==> config.mk <==
export PLATFORM = sky130hd
export DESIGN_NAME = counter_seg_display
export DESIGN_NICKNAME = d
export VERILOG_FILES = /design/src/rtl/counter_seg_display_pkg.sv /design/src/rtl/counter_seg_display_hex_to_seg7.sv /design/src/rtl/counter_seg_display.sv
export SDC_FILE = /design/constraint.sdc
export NUM_CORES = 1
export LEC_CHECK = 0
export CORE_ASPECT_RATIO = 1.25
export CORE_MARGIN = 3
export CORE_UTILIZATION = 37
export DETAILED_ROUTE_END_ITERATION = 8
export GPL_TIMING_DRIVEN = 0
export PLACE_DENSITY = 0.64
export SETUP_SLACK_MARGIN = 0.5
export SLEW_MARGIN = 20
export SYNTH_ARGS = -nofsm -noshare
export SYNTH_HDL_FRONTEND = slang
export SYNTH_SLANG_ARGS = --single-unit
==> constraint.sdc <==
create_clock -name clk -period 2.8 [get_ports clk]
set_input_delay 0.7 -clock clk [delete_from_list [all_inputs] [get_ports clk]]
set_output_delay 0.7 -clock clk [all_outputs]
set_load 0.005 [all_outputs]
==> src/rtl/counter_seg_display_pkg.sv <==
// Shared definitions for the two-digit hex 7-segment display stage.
package counter_seg_display_pkg;

    // Display FSM encoding.
    typedef enum logic [1:0] {
        IDLE    = 2'd0,
        SHOW_HI = 2'd1,
        SHOW_LO = 2'd2
    } state_t;

    // All segments off.
    localparam logic [6:0] SEG_BLANK = 7'h00;

    // Hex digit patterns, bit order g..a. Entry 15 is leftmost.
    localparam logic [15:0][6:0] SEG_PATTERNS = {
        7'h71, 7'h79, 7'h5E, 7'h39, 7'h7C, 7'h77, 7'h6F, 7'h7F,
        7'h07, 7'h7D, 7'h6D, 7'h66, 7'h4F, 7'h5B, 7'h06, 7'h3F
    };

endpackage

==> src/rtl/counter_seg_display_hex_to_seg7.sv <==
// Combinational 4-bit hex digit to 7-segment (active-high) decoder.
module hex_to_seg7
    import counter_seg_display_pkg::*;
(
    input  logic [3:0] i_nibble,
    output logic [6:0] o_seg
);

    // Table lookup; every nibble value has a pattern.
    assign o_seg = SEG_PATTERNS[i_nibble];

endmodule

==> src/rtl/counter_seg_display.sv <==
// Accepts one byte per handshake and shows it as two hex digits on one
// 7-segment display: high nibble (dp lit) then low nibble, each for
// HOLD_CYCLES cycles. Ready only while idle, so upstream is paced.
module counter_seg_display
    import counter_seg_display_pkg::*;
#(
    parameter int HOLD_CYCLES = 4,
    parameter int CNT_W       = (HOLD_CYCLES > 1) ? $clog2(HOLD_CYCLES) : 1
) (
    input  logic       clk,
    input  logic       reset,
    input  logic [7:0] counter_seg_display__input_consumer,
    input  logic       counter_seg_display__input_consumer_vld,
    output logic       counter_seg_display__input_consumer_rdy,
    output logic [6:0] seg,
    output logic       dp
);

    localparam logic [CNT_W-1:0] RELOAD = CNT_W'(HOLD_CYCLES - 1);

    state_t           r_state, w_state_nxt;
    logic [CNT_W-1:0] r_cnt,   w_cnt_nxt;
    logic [7:0]       r_data,  w_data_nxt;
    logic [6:0]       r_seg,   w_seg_nxt;
    logic             r_dp,    w_dp_nxt;
    logic             w_xfer;
    logic [3:0]       w_nib;
    logic [6:0]       w_pat;

    assign counter_seg_display__input_consumer_rdy = (r_state == IDLE);
    assign w_xfer = counter_seg_display__input_consumer_vld & counter_seg_display__input_consumer_rdy;

    // The only decode ever needed in IDLE is the incoming high nibble; in
    // SHOW_HI it is the stored low nibble, so one decoder suffices.
    assign w_nib = (r_state == IDLE) ? counter_seg_display__input_consumer[7:4] : r_data[3:0];

    hex_to_seg7 u_dec (
        .i_nibble (w_nib),
        .o_seg    (w_pat)
    );

    // Next-state, counter, data and segment logic; everything holds by default.
    always_comb begin
        w_state_nxt = r_state;
        w_cnt_nxt   = r_cnt;
        w_data_nxt  = r_data;
        w_seg_nxt   = r_seg;
        w_dp_nxt    = r_dp;
        unique case (r_state)
            IDLE: begin
                if (w_xfer) begin
                    w_state_nxt = SHOW_HI;
                    w_cnt_nxt   = RELOAD;
                    w_data_nxt  = counter_seg_display__input_consumer;
                    w_seg_nxt   = w_pat;
                    w_dp_nxt    = 1'b1;
                end
            end
            SHOW_HI: begin
                if (r_cnt != '0) begin
                    w_cnt_nxt = r_cnt - CNT_W'(1);
                end else begin
                    w_state_nxt = SHOW_LO;
                    w_cnt_nxt   = RELOAD;
                    w_seg_nxt   = w_pat;
                    w_dp_nxt    = 1'b0;
                end
            end
            SHOW_LO: begin
                if (r_cnt != '0) begin
                    w_cnt_nxt = r_cnt - CNT_W'(1);
                end else begin
                    w_state_nxt = IDLE;
                end
            end
            default: begin
                w_state_nxt = IDLE;
            end
        endcase
    end

    // State and output registers; reset drops any in-flight byte and blanks.
    always_ff @(posedge clk or posedge reset) begin
        if (reset) begin
            r_state <= IDLE;
            r_cnt   <= '0;
            r_data  <= 8'h00;
            r_seg   <= SEG_BLANK;
            r_dp    <= 1'b0;
        end else begin
            r_state <= w_state_nxt;
            r_cnt   <= w_cnt_nxt;
            r_data  <= w_data_nxt;
            r_seg   <= w_seg_nxt;
            r_dp    <= w_dp_nxt;
        end
    end

    assign seg = r_seg;
    assign dp  = r_dp;

endmodule

Word level (Yosys, flattened, before mapping)
Memories as Yosys holds them, arrays and structs flattened.
Cells that the tools add are included.
{ "word_totals": {"regBits": 16, "rom_bits": 112, "wordCells": 39, "memories": 1} }
{ "memory_table": {"columns": ["name", "words", "width", "read_ports", "rd_clocked_by_memory_dff", "write_ports", "line", "rtl"], "rows": [
  ["(name not given)", 16, 7, 1, 0, 0, "counter_seg_display_hex_to_seg7.sv:10", "assign o_seg = SEG_PATTERNS[i_nibble];"]
]} }
{ "classes": {"addsub": 1, "n_lt_le_gt_ge": 1, "eq_ne": 6, "mux": 16, "bitwise_logic": 1, "n_reduce_logical": 8} }
{ "ops": {"columns": ["cell", "n"], "rows": [
  ["$mux W7", 3],
  ["$pmux W7 S2", 1],
  ["$mux W2", 6],
  ["$pmux W2 S3", 2],
  ["$reduce_and A3 Y1", 3],
  ["$ne A2 B2 Y1 const B", 3],
  ["$lt A4 B5 Y1 const B", 1],
  ["$mux W4", 1],
  ["$reduce_bool A2 Y1", 2],
  ["$reduce_bool A3 Y1", 1],
  ["$eq A2 B1 Y1 const B", 1],
  ["$eq A2 B2 Y1 const B", 1],
  ["$logic_not A2 Y1", 1],
  ["$mux W1", 2],
  ["$ne A2 B1 Y1 const B", 1],
  ["$pmux W1 S2", 1],
  ["$reduce_and A2 Y1", 1],
  ["$sub A2 B1 Y2 const B", 1],
  ["$and A1 B1 Y1", 1]
]} }

Longest topological paths before layout
{ "logic_depth": {"word_depth": 6, "ltp_mapped": 11} }

Cells and area by module
From an unflattened synthesis, not the netlist that was laid out.
{ "hier_totals": {"hier_cells": 103, "hier_area_um2": 1146.1} }
{ "modules_own_cells": {"columns": ["module", "instances", "cells_each", "area_per_inst_um2", "seq_area_each_um2"], "rows": [
  ["counter_seg_display", 1, 70, 858.3, 400.4],
  ["hex_to_seg7", 1, 33, 287.8, 0.0]
]} }

Least setup slack after synthesis
No wires, ideal clock.
{ "synth_path": {"path_type": "flip-flop to flip-flop", "startpoint": "register r_state[1]", "endpoint": "register r_seg[0] (netlist: seg[0])", "setup_time_ns": 0.119, "arrival_ns": 2.195, "path_slack_ns": 0.486, "stages_incl_launch_ff": 12, "synth_period_minus_slack_ns": 2.314, "path_cell_list": "dfrtp_1 inv_1 ha_1 buf_6 buf_6 mux2_2 inv_1 ha_1 nand2_1 a32oi_1 o221ai_1 o21a_1"} }
{ "synth_via": {"elab_chain_len": 6} }
{ "synth_lines": {"columns": ["item", "line", "rtl"], "rows": [
  ["from (decl)", "counter_seg_display.sv:21", "state_t r_state, w_state_nxt;"],
  ["from (signal assigned)", "counter_seg_display.sv:91", "r_state <= w_state_nxt;"],
  ["$logic_not A2 Y1 *", "counter_seg_display.sv:30", "assign counter_seg_display__input_consumer_rdy = (r_state == IDLE);"],
  ["via counter_seg_display__input_consumer_rdy", "counter_seg_display.sv:14", "output logic counter_seg_display__input_consumer_rdy,"],
  ["$mux W4", "counter_seg_display.sv:35", "assign w_nib = (r_state == IDLE) ? counter_seg_display__input_consumer[7:4] : r_data[3:0];"],
  ["$mem_v2 Z16 W7", null, null],
  ["$mux W7 (not written as such)", "counter_seg_display_hex_to_seg7.sv:10", null],
  ["$mux W7, on equally long branches", "counter_seg_display.sv:60, counter_seg_display.sv:51", null],
  ["$pmux W7 S2", "counter_seg_display.sv:49", "unique case (r_state)"],
  ["to (signal assigned)", "counter_seg_display.sv:94", "r_seg <= w_seg_nxt;"],
  ["to (decl)", "counter_seg_display.sv:24", "logic [6:0] r_seg, w_seg_nxt;"]
]} }
The timed path passes the listed nets; every way through them passes the cells marked *. The select of a mux whose other input is x is not followed.
A chain may end at the register's enable or synchronous reset.

Worst setup path in the final report
{ "layout_path": {"startpoint": "register r_state[1]", "endpoint": "register r_seg[6] (netlist: seg[6])"} }
{ "layout_via": {"elab_chain_len": 6} }
{ "layout_lines": {"columns": ["item", "line"], "rows": [
  ["$logic_not A2 Y1", "counter_seg_display.sv:30, counter_seg_display.sv:35, counter_seg_display.sv:49"],
  ["$mux W4", "counter_seg_display.sv:35"],
  ["$mem_v2 Z16 W7", null],
  ["$mux W7 (not written as such)", "counter_seg_display_hex_to_seg7.sv:10"],
  ["$mux W7, on equally long branches", "counter_seg_display.sv:60, counter_seg_display.sv:51"],
  ["$pmux W7 S2", "counter_seg_display.sv:49"]
]} }
Parallel ways exist; a longest one is shown, timed or not. The select of a mux whose other input is x is not followed.

==> impl.org <==
** Worst setup path
- Counting cells, the worst reg-to-reg path comes to 10.
- For the worst setup path, the data required time is ~3 ns.
- Data arrival time of the critical path :: 2.44 ns
- The worst register-to-register path begins at r_state[1].
- Setup crit start kind :: flip-flop
- STA classifies the critical path endpoint as a flip-flop.
- Tracing the worst setup path back leads to its startpoint at r_state[1].
- Classification of the worst setup path :: reg -> reg
- Minimum setup slack among reg-to-reg paths :: 0.57 ns
- Of all nets on the critical path, the largest fanout is 10.

** Finish
- Most common library cell in the layout ignoring fill and taps :: clkdlybuf4s50_1
- Leaving out fill and tap cells, the most frequent cells in the layout are clkdlybuf4s50_1 (18), dfrtp_1 (16), nand2_1 (14).
- Footprint of the flip-flops and latches :: around 400 um^2
- From synthesis to final layout, the design area changed by 29.6%.
- Summing all multi-input logic gate instances after layout gives around 800 um^2.
- After filler insertion, the fill cell instance count of the layout stands at around 290.
- Final std cell area, no fill :: 1580 um^2
- The number of antenna diodes in the final layout is 0.
- Fraction of layout cells with a size suffix above 1 :: 22.2%
- Total number of nets in the final design :: roughly 190

** Timing
- The clock arrives with 0.00614 ns of skew.
- Based on the critical path, the design can be clocked at up to around 450 MHz.
- Setup repair after global routing left no endpoint under its margin.
- Headroom to the max-slew limit came out at between 50% and 60%.
- Worst hold slack after final layout :: 0.492 ns
- Accumulated negative setup slack :: 0 ns
- The number of pins exceeding their max-slew limit in the final report is 0.
- Share of the clock period used by the worst path :: 79.8%
- Setup violations remaining at the end of the flow were counted as 0.
- Transition at the pin with the smallest max-transition slack :: roughly 0.64 ns
- Count of endpoints failing hold in the final timing report :: 0
- The smallest clock period supported by the final layout is computed as 2.23 ns.

** Die
- Overall die width :: around 57 um
- Placement row count :: 22
- The floorplan step set the die height to 70.2 um.
- The initial utilization of the core area, before any placement, comes to between 30% and 40%.
- The floorplan step defined a die boundary enclosing about 4000 um^2.
- I/O pin cnt :: 20
- The floorplan step defined a core boundary enclosing about 3100 um^2.

** Min path
- HP Start :: seg[3]
- Type of the most critical hold path :: reg -> reg
- Worst hold path stage count :: 1

** Pwr
- The internal portion of the total power is roughly 0.0011 W.
- Overall power consumption after layout is estimated at around 0.0019 W.
- Summed over all nets, the switching power comes to between 0.0008 and 0.0009 W.
- In this run switching power makes up a little over two fifths of total power.
- The clock network burns between 6 and 7% of the power.
- The analysis attributes to cell leakage a power of just under 0.7 nW.
- Cell Pwr Density :: between 1000 and 1500 nW/um^2
- Sequential cell fraction of total power :: between 20 and 25%
- Maximum resistive drop on vdd :: around 0.65 mV
- Comb power frac :: a little under three quarters

** CTS
- Counting every sink on the clock net gives 16.
- The clock reaches the later pin of the worst-skew pair after about 0.28 ns.
- Buffers from clock root to sink, at most :: 2
- TritonCTS built the clock tree.
- Total number of H-tree levels :: 1
- In this run the clock root is driven by a clkbuf_4.
- Clock tree synthesis inserted a total of 3 buffers.
- After clock tree synthesis, the clock-pin slew on the worst setup and hold paths is 0.09 ns.

** Yosys
- Synthesized area per cell :: about 9.3 um^2
- Syn_nets :: ~160
- Summed over its instances, the top area cell type makes up around a third of the synthesized netlist area.
- After synthesis, the netlist uses 36 different library cells.
- Synthesized instance count :: approximately 130
- Counting flops and latches in the post-synthesis netlist gives 16.
- Yosys warns :: 0
- The synthesized design spends more area on one cell type than any other, namely dfrtp_1.
- After synthesis, the cell types taking the most area are dfrtp_1 (33%), ha_1 (14%), mux2_2 (7.4%).
- The synthesized netlist occupies a cell area of between 1000 and 1500 um^2.
- Sequential elements use between 30% and 40% of the synthesized area.

** Routing
- Average detailed-routed wire length per instance :: 14.5 um
- After detailed routing, the number of vias per cell comes to 5.28.
- Number of DRC violations after detailed-routing iteration 0 :: 28
- For this run, design rule violations remaining after detail routing come to 0.
- Detailed routing inserted a total of around 1000 vias.
- Wire length reported by the detailed router :: between 2000 and 3000 um
- The pre-antenna-repair detailed-routing pass consisted of 4 iterations.
- DRT antenna net count :: 0

** Global route
- Maximum number of pins on one net before global-route repair :: 17
- Global routing used about 15% of the available tracks.
- The first global-routing pass estimated roughly 4700 um of wire.
- Number of antenna violations at the first check in global routing :: 0
- The number of global-route vias before repair came to between 1000 and 1500.
- After global routing the overflow that remains totals 0.

** Placed design
- Total half-perimeter wirelength after legalization and detailed placement :: around 2100 um
- Summing all placed instances gives a cell area of about 1400 um^2.
- At the end of routability-driven placement, the weighted congestion stood at 0.926.
- Port buffering added 18 buffers.

** Run status
- The flow ran to the end, and the final reports show no timing, DRC or antenna violations.

** Job
- Count of max-cap constraint violations :: 0
-- flip-flops by register name (all words and copies together), names as in the netlist --
signal   flops
r_cnt        2
r_state      2
dp           1
seg          7
r_data       4
-- worst max-delay path, cell delays in order, from the launching register on --
cell and delay, ns:
dfrtp_1 0.41, inv_2 0.11, ha_4 0.16, buf_8 0.14
buf_8 0.13, mux2_4 0.34, ha_2 0.21, nand2_1 0.09
a22oi_1 0.11, o32a_1 0.33, a21oi_2 0.15
-- path summary, 6_finish.rpt --
path | end
min reg2reg | seg[3]
min in group asynchronous | r_state[0]
max | seg[6]
max in group asynchronous | r_state[1]
min | seg[3]
max reg2reg | seg[6]
-- per-stage QoR --
step,util (%),instances,setup slack [ns]
6_report,51.7,194,0.567
4_1_cts,49.7,190,0.500
3_3_place_gp,47.3,185,0.184
2_1_floorplan,-,131,0.504
3_5_place_dp,47.3,185,0.190
5_1_grt,51.7,194,0.492
-- power by group through the flow --
stage               registers [W]  logic, W  clock network, W
floorplan                0.000418  0.000833                 0
global placement         0.000425   0.00113                 0
detailed placement       0.000430   0.00117                 0
CTS                      0.000420   0.00126          0.000124
global route             0.000432   0.00151          0.000138
finish                   0.000422   0.00136          0.000118
-- layout make-up --
type | instances | area share (%)
Sequential cell | 16 | 25.4
Multi-Input combinational cell | 97 | 49.8
Buffer | 5 | 3.01
Tap cell | 36 | 2.85
Clock buffer | 3 | 1.43
Timing Repair Buffer | 24 | 14.3
Inverter | 13 | 3.25
-- what timing repair did --
action,CTS,global route
endpoints found under the setup margin,4,4
setup buffers,2,4
gates resized for setup,10,6
hold buffers,0,0
pin swaps,0,1
-- logic make-up (layout without fill, tap and decap cells) --
group	after synthesis	in the layout	synth area share, %
simple gates	37	37	15.1
compound gates	36	36	20.3
buf+inv	18	45	7.29
flops	16	16	32.9
fa+ha+maj	14	14	14.4
mux	10	10	10.1
-- routing by layer --
| metal | part of all wire (%) | vias to the layer above | GRT usage [%] |
|---|---|---|---|
| li1 | - | 515 | - |
| met4 | 0.82 | 0 | 4.64 |
| met2 | 56 | 12 | 28.2 |
| met5 | 0 | - | 0 |
| met1 | 41 | 496 | 15.6 |
| met3 | 2.0 | 2 | 2.40 |
-- synth_stat cells --
master	count
o31ai_1	1
o22a_1	1
a211o_1	1
a21boi_2	1
nand2_1	14
a31o_2	1
o21ai_0	7
nand2b_1	2
o211ai_1	1
a32oi_1	2
o21bai_1	1
nor3b_1	2
o32a_1	2
and2b_1	1
buf_4	1
nor2b_1	2
dfrtp_1	16
inv_1	13
o21a_1	2
buf_2	2
or3_1	1
and3b_1	1
o221ai_1	2
ha_1	14
a22oi_1	3
and2_1	2
nor2_1	7
a21oi_1	9
a2111oi_0	1
mux2i_1	1
or2b_1	2
buf_6	2
mux2i_4	1
mux2_2	8
o22ai_1	1
nor3_1	3
Power figures use the tool's default switching activity.
==> RTL change (same flow settings) <==
The parameter `HOLD_CYCLES` goes from 4 to 8.
--- a/src/rtl/counter_seg_display.sv
+++ b/src/rtl/counter_seg_display.sv
@@ -6,3 +6,3 @@
 #(
-    parameter int HOLD_CYCLES = 4,
+    parameter int HOLD_CYCLES = 8,
     parameter int CNT_W       = (HOLD_CYCLES > 1) ? $clog2(HOLD_CYCLES) : 1
Check against the original RTL: not equivalent (Yosys sat finds a counterexample within 10 cycles, from zero or initial values and one cycle with reset high).
==> RTL change against the unedited design <==
- hold slack about the same
- via count up 2.0%
- fmax up 3.3%
- setup slack better by 71 ps
- sequential share of layout area up 1.4 points
- power down 0.65%
- sequential cell count up 1
- global-route usage down 0.40 points
- cell area up 0.87%
- wire length down 6.4%
- sequential power up 5.5%
- synthesized area up 3.5%
- critical path type unchanged
==> RTL change: results (changes against the unedited design) <==
| Metric | Value |
|---|---|
| Status | finished clean |
| All-layer global routing usage | 0.142 (-0.00402) |
| Actual transition at the worst max-transition pin | 688 ps (+45.2 ps) |
| Most frequent cell after synthesis | dfrtp_1 |
| Peak supply drop | 0.563 mV (-14%) |
| Worst setup slack for register-to-register paths | 640 ps (+70 ps) |
| Top achievable clock speed | 0.462 GHz (+3.3%) |
| Portion of total power attributed to combinational logic | 0.668 (-0.048) |
| Ranking of synthesized cells by instance count | 17 x dfrtp_1, 13 x ha_1, 12 x nor2_1 |
| Number of nets in the finished design | 182 (-1.6%) |
| Synth area leaders | dfrtp_1 34%, ha_1 13%, mux2_1 5.4% |
| Number of cell instances on the worst register-to-register path | 8 (-2) |
| Data arrival time of the critical path | 2360 ps (-80 ps) |
| Sequential element share of the synthesized area | 0.337 (+0.00876) |
| DR vias | 1045 (+2.0%) |
| Clock network latency to the later pin of the worst-skew pair | 250 ps (-30 ps) |
| Total of cells resized after clock tree synthesis | 6 (-4) |
| Sequential power | 0.000445 W (+5.5%) |
| Routed wire per std cell | 13.5 um (-6.4%) |
| Largest net degree at the start of global routing | 18 (+1) |
| Syn nets | 156 (unchanged) |
| Switching share of power | 0.413 (-0.0133) |
| Number of antenna repair diodes | 0 (unchanged) |
| Post-CTS setup-driven buffer insertion count | 0 (-2) |
| Clock root buffer | clkbuf_8 |
| Post-Route Skew | 7.85 ps (+1.72 ps) |
| Power per standard cell area | 1190 nW/um^2 (-1.5%) |
| Wire length of the first global-routing pass | 4.61 mm (-2.3%) |
| Final GP Congestion | 0.819 (-12%) |
| Share of cells above drive strength 1 | 0.172 (-0.0495) |
| Number of placed instances with taps included | 188 (+1.6%) |
| Starting DRT DRC Count | 49 (+75%) |
| Mean instance size in the synthesized netlist | 9.55 sq um (+2.7%) |
| Total of buffers placed on input and output ports | 19 (+1) |
| Worst setup path end | seg[1] |
| Pre-CTS worst setup slack | 300 ps (+110 ps) |
| Estimated wirelength of the detail-placed design | 2.08 mm (-1.9%) |
| Worst-path clk slew | 70 ps (-20 ps) |
| Via count normalized by instance count | 5.39 (+2.0%) |
| Leak Pwr | 0.721 nW (+4.8%) |
RTL change: cell count changes after synthesis, sizes merged, moves of 3 or more:
cell / before / now
nand2: 14 / 9
nor2: 7 / 12
a22o: 0 / 4
mux2i: 2 / 6
a211oi: 0 / 3
a21o: 0 / 3
inv: 13 / 10
RTL change: worst register-to-register path, stage by stage (launching register included):
cell and delay (ps):
dfrtp_1 410, inv_2 110, ha_4 170, buf_6 150, buf_6 160, mux2_4 340
ha_1 320, a221oi_1 340, a21o_1 120
RTL change: metrics by stage:
stage,utilization,hold slack [ps],instance area [sq um]
2_1_floorplan,-,474,1260
3_3_place_gp,0.461,464,1500
3_5_place_dp,0.461,478,1500
4_1_cts,0.480,493,1560
5_1_grt,0.490,531,1590
6_report,0.490,492,1590
RTL change: cell type report:
class,instances,area [sq um],area share
multi-input combinational,99,783,0.492
clock buffer,3,41.3,0.0259
timing repair buffer,21,205,0.129
clock inverter,1,5.00,0.00314
sequential,17,425,0.267
buffer,6,48.8,0.0306
inverter,10,37.5,0.0236
tap,37,46.3,0.0291
RTL change: kinds of logic (layout without fill, tap and decap cells):
kind of cell | count (synthesis) | after routing | share of synthesized area
AO/OA/AOI/OAI | 38 | 38 | 0.210
XOR/XNOR | 2 | 2 | 0.0139
adder cells (fa/ha/maj) | 13 | 13 | 0.129
buffers and inverters | 16 | 41 | 0.0655
flip-flops | 17 | 17 | 0.337
multiplexers | 12 | 12 | 0.107
AND/OR/NAND/NOR | 34 | 34 | 0.137
RTL change: per-layer routing:
layer,vias to the layer above,part of all wire,global-route usage
met5,-,0,0
met4,0,0.0061,0.0490
met3,2,0.032,0.0252
met2,14,0.55,0.258
met1,513,0.41,0.166
li1,516,-,-
